File: src/rtl/receiver_uart_pkg.sv
// Shared definitions for the UART receive path.
// Contents:
//   rx_state_e - receiver FSM state encoding
//   DataBits   - 8N1 data bits per frame
package receiver_uart_pkg;

    localparam int unsigned DataBits = 8;

    typedef enum logic [1:0] {
        StIdle,
        StStart,
        StData,
        StStop
    } rx_state_e;

endpackage

File: src/rtl/receiver_uart.sv
// UART 8N1 receiver. Synchronises the async RX line, times bits with a divided-clock down-counter,
// samples mid-bit and presents each received byte as an AXI-stream beat.
// Ports:
//   i_clk       clock, single domain
//   i_rst       synchronous active-high reset
//   i_uart_rx   async serial input, idle high
//   o_tdata     received byte (LSB = first data bit on the line)
//   o_tvalid    byte available
//   i_tready    consumer accepts the byte when o_tvalid & i_tready
//   o_frame_err one-cycle pulse: stop bit sampled low
//   o_overrun   one-cycle pulse: byte completed while the previous beat was still unaccepted
module receiver_uart
    import receiver_uart_pkg::*;
#(
    parameter int unsigned clk_freq_hz = 16000000,
    parameter int unsigned baud_rate   = 57600
) (
    input  logic       i_clk,
    input  logic       i_rst,
    input  logic       i_uart_rx,
    output logic [7:0] o_tdata,
    output logic       o_tvalid,
    input  logic       i_tready,
    output logic       o_frame_err,
    output logic       o_overrun
);

    localparam int unsigned CLKS_PER_BIT = clk_freq_hz / baud_rate;
    localparam int unsigned TimerW = $clog2(CLKS_PER_BIT);
    localparam logic [TimerW-1:0] FullReload = TimerW'(CLKS_PER_BIT - 1);
    localparam logic [TimerW-1:0] HalfReload = TimerW'(CLKS_PER_BIT / 2 - 1);

    logic              rx_meta_q, rx_s_q, rx_prev_q;
    // Marks which synchroniser stages hold real line samples rather than reset values, so a
    // line that is already low at reset release is not mistaken for a start edge.
    logic [2:0]        fill_q;
    rx_state_e         state_q, state_d;
    logic [TimerW-1:0] timer_q, timer_d;
    logic [2:0]        bit_idx_q, bit_idx_d;
    logic [7:0]        shift_q, shift_d;
    logic              done_q, done_d;
    logic              ferr_q, ferr_d;
    logic [7:0]        tdata_q, tdata_d;
    logic              tvalid_q, tvalid_d;
    logic              ovr_q, ovr_d;

    logic tick, fall, deliver;

    assign tick = (timer_q == '0);
    assign fall = fill_q[2] & rx_prev_q & ~rx_s_q;

    always_comb begin
        state_d   = state_q;
        timer_d   = tick ? FullReload : timer_q - 1'b1;
        bit_idx_d = bit_idx_q;
        shift_d   = shift_q;
        done_d    = 1'b0;
        ferr_d    = 1'b0;
        unique case (state_q)
            StIdle: begin
                if (fall) begin
                    state_d = StStart;
                    timer_d = HalfReload;
                end
            end
            StStart: begin
                if (tick) begin
                    if (rx_s_q) begin
                        state_d = StIdle;
                    end else begin
                        state_d   = StData;
                        bit_idx_d = '0;
                    end
                end
            end
            StData: begin
                if (tick) begin
                    shift_d = {rx_s_q, shift_q[7:1]};
                    if (bit_idx_q == 3'(DataBits - 1)) begin
                        state_d = StStop;
                    end else begin
                        bit_idx_d = bit_idx_q + 1'b1;
                    end
                end
            end
            StStop: begin
                if (tick) begin
                    state_d = StIdle;
                    done_d  = rx_s_q;
                    ferr_d  = ~rx_s_q;
                end
            end
            default: state_d = StIdle;
        endcase
    end

    // Delivery happens the cycle after the stop sample; an accept in that same cycle frees the slot.
    always_comb begin
        deliver  = done_q & (~tvalid_q | i_tready);
        tvalid_d = tvalid_q & ~i_tready;
        tdata_d  = tdata_q;
        if (deliver) begin
            tvalid_d = 1'b1;
            tdata_d  = shift_q;
        end
        ovr_d = done_q & ~deliver;
    end

    always_ff @(posedge i_clk) begin
        if (i_rst) begin
            rx_meta_q <= 1'b1;
            rx_s_q    <= 1'b1;
            rx_prev_q <= 1'b1;
            fill_q    <= '0;
            state_q   <= StIdle;
            timer_q   <= '0;
            bit_idx_q <= '0;
            shift_q   <= '0;
            done_q    <= 1'b0;
            ferr_q    <= 1'b0;
            tdata_q   <= '0;
            tvalid_q  <= 1'b0;
            ovr_q     <= 1'b0;
        end else begin
            rx_meta_q <= i_uart_rx;
            rx_s_q    <= rx_meta_q;
            rx_prev_q <= rx_s_q;
            fill_q    <= {fill_q[1:0], 1'b1};
            state_q   <= state_d;
            timer_q   <= timer_d;
            bit_idx_q <= bit_idx_d;
            shift_q   <= shift_d;
            done_q    <= done_d;
            ferr_q    <= ferr_d;
            tdata_q   <= tdata_d;
            tvalid_q  <= tvalid_d;
            ovr_q     <= ovr_d;
        end
    end

    assign o_tdata     = tdata_q;
    assign o_tvalid    = tvalid_q;
    assign o_frame_err = ferr_q;
    assign o_overrun   = ovr_q;

endmodule

File: config.mk
export PLATFORM = sky130hd
export DESIGN_NAME = receiver_uart
export DESIGN_NICKNAME = d
export VERILOG_FILES = /design/src/rtl/receiver_uart_pkg.sv /design/src/rtl/receiver_uart.sv
export SDC_FILE = /design/constraint.sdc
export NUM_CORES = 1
export LEC_CHECK = 0
export BUFFER_PORTS_ARGS = -buffer_cell sky130_fd_sc_hd__buf_2
export CORE_MARGIN = 2
export CORE_UTILIZATION = 60
export DETAILED_ROUTE_END_ITERATION = 16
export PLACE_DENSITY_LB_ADDON = 0.08
export SKIP_CTS_REPAIR_TIMING = 1
export SKIP_LAST_GASP = 1
export SLEW_MARGIN = 20
export SYNTH_ARGS = -nofsm -noshare
export SYNTH_HDL_FRONTEND = slang
export SYNTH_SLANG_ARGS = --single-unit
File: constraint.sdc
create_clock -name i_clk -period 4.3 [get_ports i_clk]
set_clock_uncertainty 0.05 [all_clocks]
set_input_delay 0.215 -clock i_clk [delete_from_list [all_inputs] [get_ports i_clk]]
set_output_delay 0.215 -clock i_clk [all_outputs]
set_load 0.01 [all_outputs]
==> results_dict.tcl <==
set metrics [dict create \
    syn_area_per_cell_sq_um 10.3 \
    hold_path_depth 2 \
    slew_headroom_pct 41.2 \
    die_h_um 54.0 \
    rows 18 \
    crit_path_end_kind "register" \
    worstMarginPinSlew_ps 874 \
    netlist_instances 146 \
    portBuffers 14 \
    netlist_top_cells_area "dfxtp_1 53%, mux2i_1 11%, nor2_1 6.8%" \
    fin_crit_ps 2200 \
    finalSetupTns_ps 0 \
    cpPeakStageDelay_ps 580 \
    ys_ff_latch 40 \
    grt.overflow.total 0 \
    wl_per_cell_um 12.6 \
    ios 15 \
    cts_buffers 5 \
    crit_slowest_cell "nor4_4" \
    routed_wl_mm 2.43 \
    p_leak_uw 0.000723 \
    coreArea_sq_um 2430 \
    via_per_inst 5.36 \
    drc 0 \
    cts.clk_slew.worst_paths_ps 110 \
    firstDrtPassIters 4 \
    finalSetupViolCount 0 \
    initial_core_util_pct 61.7 \
    hold_violations 0 \
    async_flop_share_pct 0 \
    max-vdd-ir-drop_uv 439 \
    dieArea_sq_um 2920 \
    cts-root-buf "clkbuf_4" \
    area_growth_pct 10.5 \
    final_layout_size_suffix_gt1_share_pct 18.4 \
    cp_data_arrival_time_ps 2370 \
    use_met2_pct 29.9 \
    synth.cell_area_sq_um 1500 \
    status "finished, final reports clean" \
    busiest_layer "met2" \
    reg2reg_slack_ps 2100 \
    cts_buffer_depth 2 \
    clk_latency_ps 330 \
    regToRegEndpoint "shift_q[7]$_SDFFE_PP0P_" \
    synth_edf_count 0 \
    grt_pass1_vias 980 \
    route.vias.total 1035 \
    synth_ff_type "dfxtp_1" \
    grt_pass1_wl_mm 4.08 \
    grt_max_degree 32 \
    drv_slew 0 \
    synth_top_area_share_pct 53.3 \
    setup_slack_ps 2100 \
    dp_worst_setup_slack_ps 2100 \
    cp_max_fo 8 \
    drtIter0Drc 13 \
    power.density_nw_per_um2 526 \
    r2r_start "timer_q[0]$_SDFF_PP0_" \
    cp-startpoint "timer_q[0]$_SDFF_PP0_" \
    synth-seq-area-share_pct 53.3 \
    die_w_um 54.0 \
    met1_usage_pct 25.2 \
    hold_path_class "primary input to register" \
    nets 170 \
    place.gp.congestion 0.833 \
    critPathKind "register to register" \
    syn_nets 153 \
    min_from "i_uart_rx" \
    antenna_found_initial 0 \
    dp_hpwl_mm 1.69 \
    grtUsageTotal_pct 19.7 \
    max_freq_mhz 454 \
    cap_viol_max_count 0 \
    grt_use_met3_pct 7.50 \
    crit_chain "inv_1 > ha_1 > or4b_4 > nor4_4 > mux2i_1 > nor2_1" \
    rsz0062_at_grt "no" \
    cts.sinks 40 \
    antennaDiodeCount 0 \
    cts_tree "yes" \
    htreeDepth 2 \
    ant_nets 0 \
    synth_area_leader_cell "dfxtp_1" \
    cp-start-kind "register" \
    min_to "rx_meta_q$_SDFF_PP1_" \
    rr_worst_depth 6 \
    crit_required_ps 4460 \
    ys_types 32 \
    min_period_over_period_pct 51.2 \
    yosysWarnings 0 \
]
-- how the worst max path moves through the flow --
stage                                    to  slack (ps)  cells after the start
global route        shift_q[0]$_SDFFE_PP0P_        1890                      6
finish              shift_q[7]$_SDFFE_PP0P_        2100                      6
floorplan           shift_q[1]$_SDFFE_PP0P_        2280                      6
detailed placement  shift_q[7]$_SDFFE_PP0P_        2100                      6
global placement    shift_q[0]$_SDFFE_PP0P_        2140                      6
CTS                 shift_q[7]$_SDFFE_PP0P_        2090                      6
-- cells by family (layout without fill, tap and decap cells) --
logic type / after synthesis / count (layout) / share of synthesized area (%)
AO/OA/AOI/OAI: 14 / 14 / 5.75
multiplexers: 17 / 17 / 11.4
buffers and inverters: 10 / 27 / 2.50
XOR/XNOR: 5 / 5 / 2.92
flip-flops: 40 / 40 / 53.3
AND/OR/NAND/NOR: 57 / 57 / 21.6
adder cells (fa/ha/maj): 3 / 3 / 2.50
-- where the power goes --
group          switching [uW]  internal [uW]
Clock                     113           92.8
Combinational             121            103
Sequential               35.1            409
-- state kept, by name, indices dropped and copies added, names as in the netlist, named ones only --
signal and count:
o_tvalid 1, bit_idx_q 3, timer_q 9, rx_s_q 1, fill_q 3, rx_prev_q 1
o_overrun 1, shift_q 8, rx_meta_q 1, state_q 1, o_frame_err 1, o_tdata 8
done_q 1
-- routing by layer --
| metal | routed length [um] | vias to the layer above |
|---|---|---|
| li1 | - | 539 |
| met1 | 1250 | 483 |
| met4 | 0 | 0 |
| met3 | 70 | 0 |
| met2 | 1110 | 13 |
| met5 | 0 | - |
-- cell usage in the layout (no fill, tap or decap), types with 4 or more instances in the layout --
| cell type | instances |
|---|---|
| a21oi_1 | 5 |
| buf_2 | 14 |
| clkbuf_4 | 5 |
| dfxtp_1 | 40 |
| inv_1 | 6 |
| mux2i_1 | 16 |
| nor2_1 | 27 |
| nor3_1 | 4 |
| or2_2 | 4 |
-- critical path: cells and delay by family (launching register included) --
kind	cells	cell delay [ps]
and+or+nand+nor	3	1160
muxes	1	270
buffers and inverters	1	60
adders and majority gates	1	210
DFF	1	320
-- final cells by class --
class / instances / area, sq um
well taps: 30 / 37.5
flip-flops and latches: 40 / 801
fillers: 191 / 773
inverters: 6 / 22.5
repair buffers: 14 / 70.1
multi-input cells: 96 / 663
clock buffers: 7 / 65.1
-- cells in the mapped netlist (3+ instances only) --
cell type	instances
nor2_1	27
or3_1	3
a21oi_1	5
inv_1	6
dfxtp_1	40
or2_2	4
ha_1	3
nor3_1	4
clkbuf_1	4
mux2i_1	16
nand2_1	3
xnor2_1	3
-- per-stage QoR --
stage | power, uW | instances | cell area, sq um | hold WS, ps | utilization (%)
2_1_floorplan | 635 | 146 | 1500 | 269 | -
3_3_place_gp | 662 | 186 | 1590 | 343 | 65.5
3_5_place_dp | 670 | 186 | 1590 | 343 | 65.5
4_1_cts | 876 | 193 | 1660 | -6.36 | 68.2
5_1_grt | 927 | 193 | 1660 | 9.58 | 68.2
6_report | 873 | 193 | 1660 | 5.93 | 68.2
Note: power is estimated with default switching activity, not from simulation.
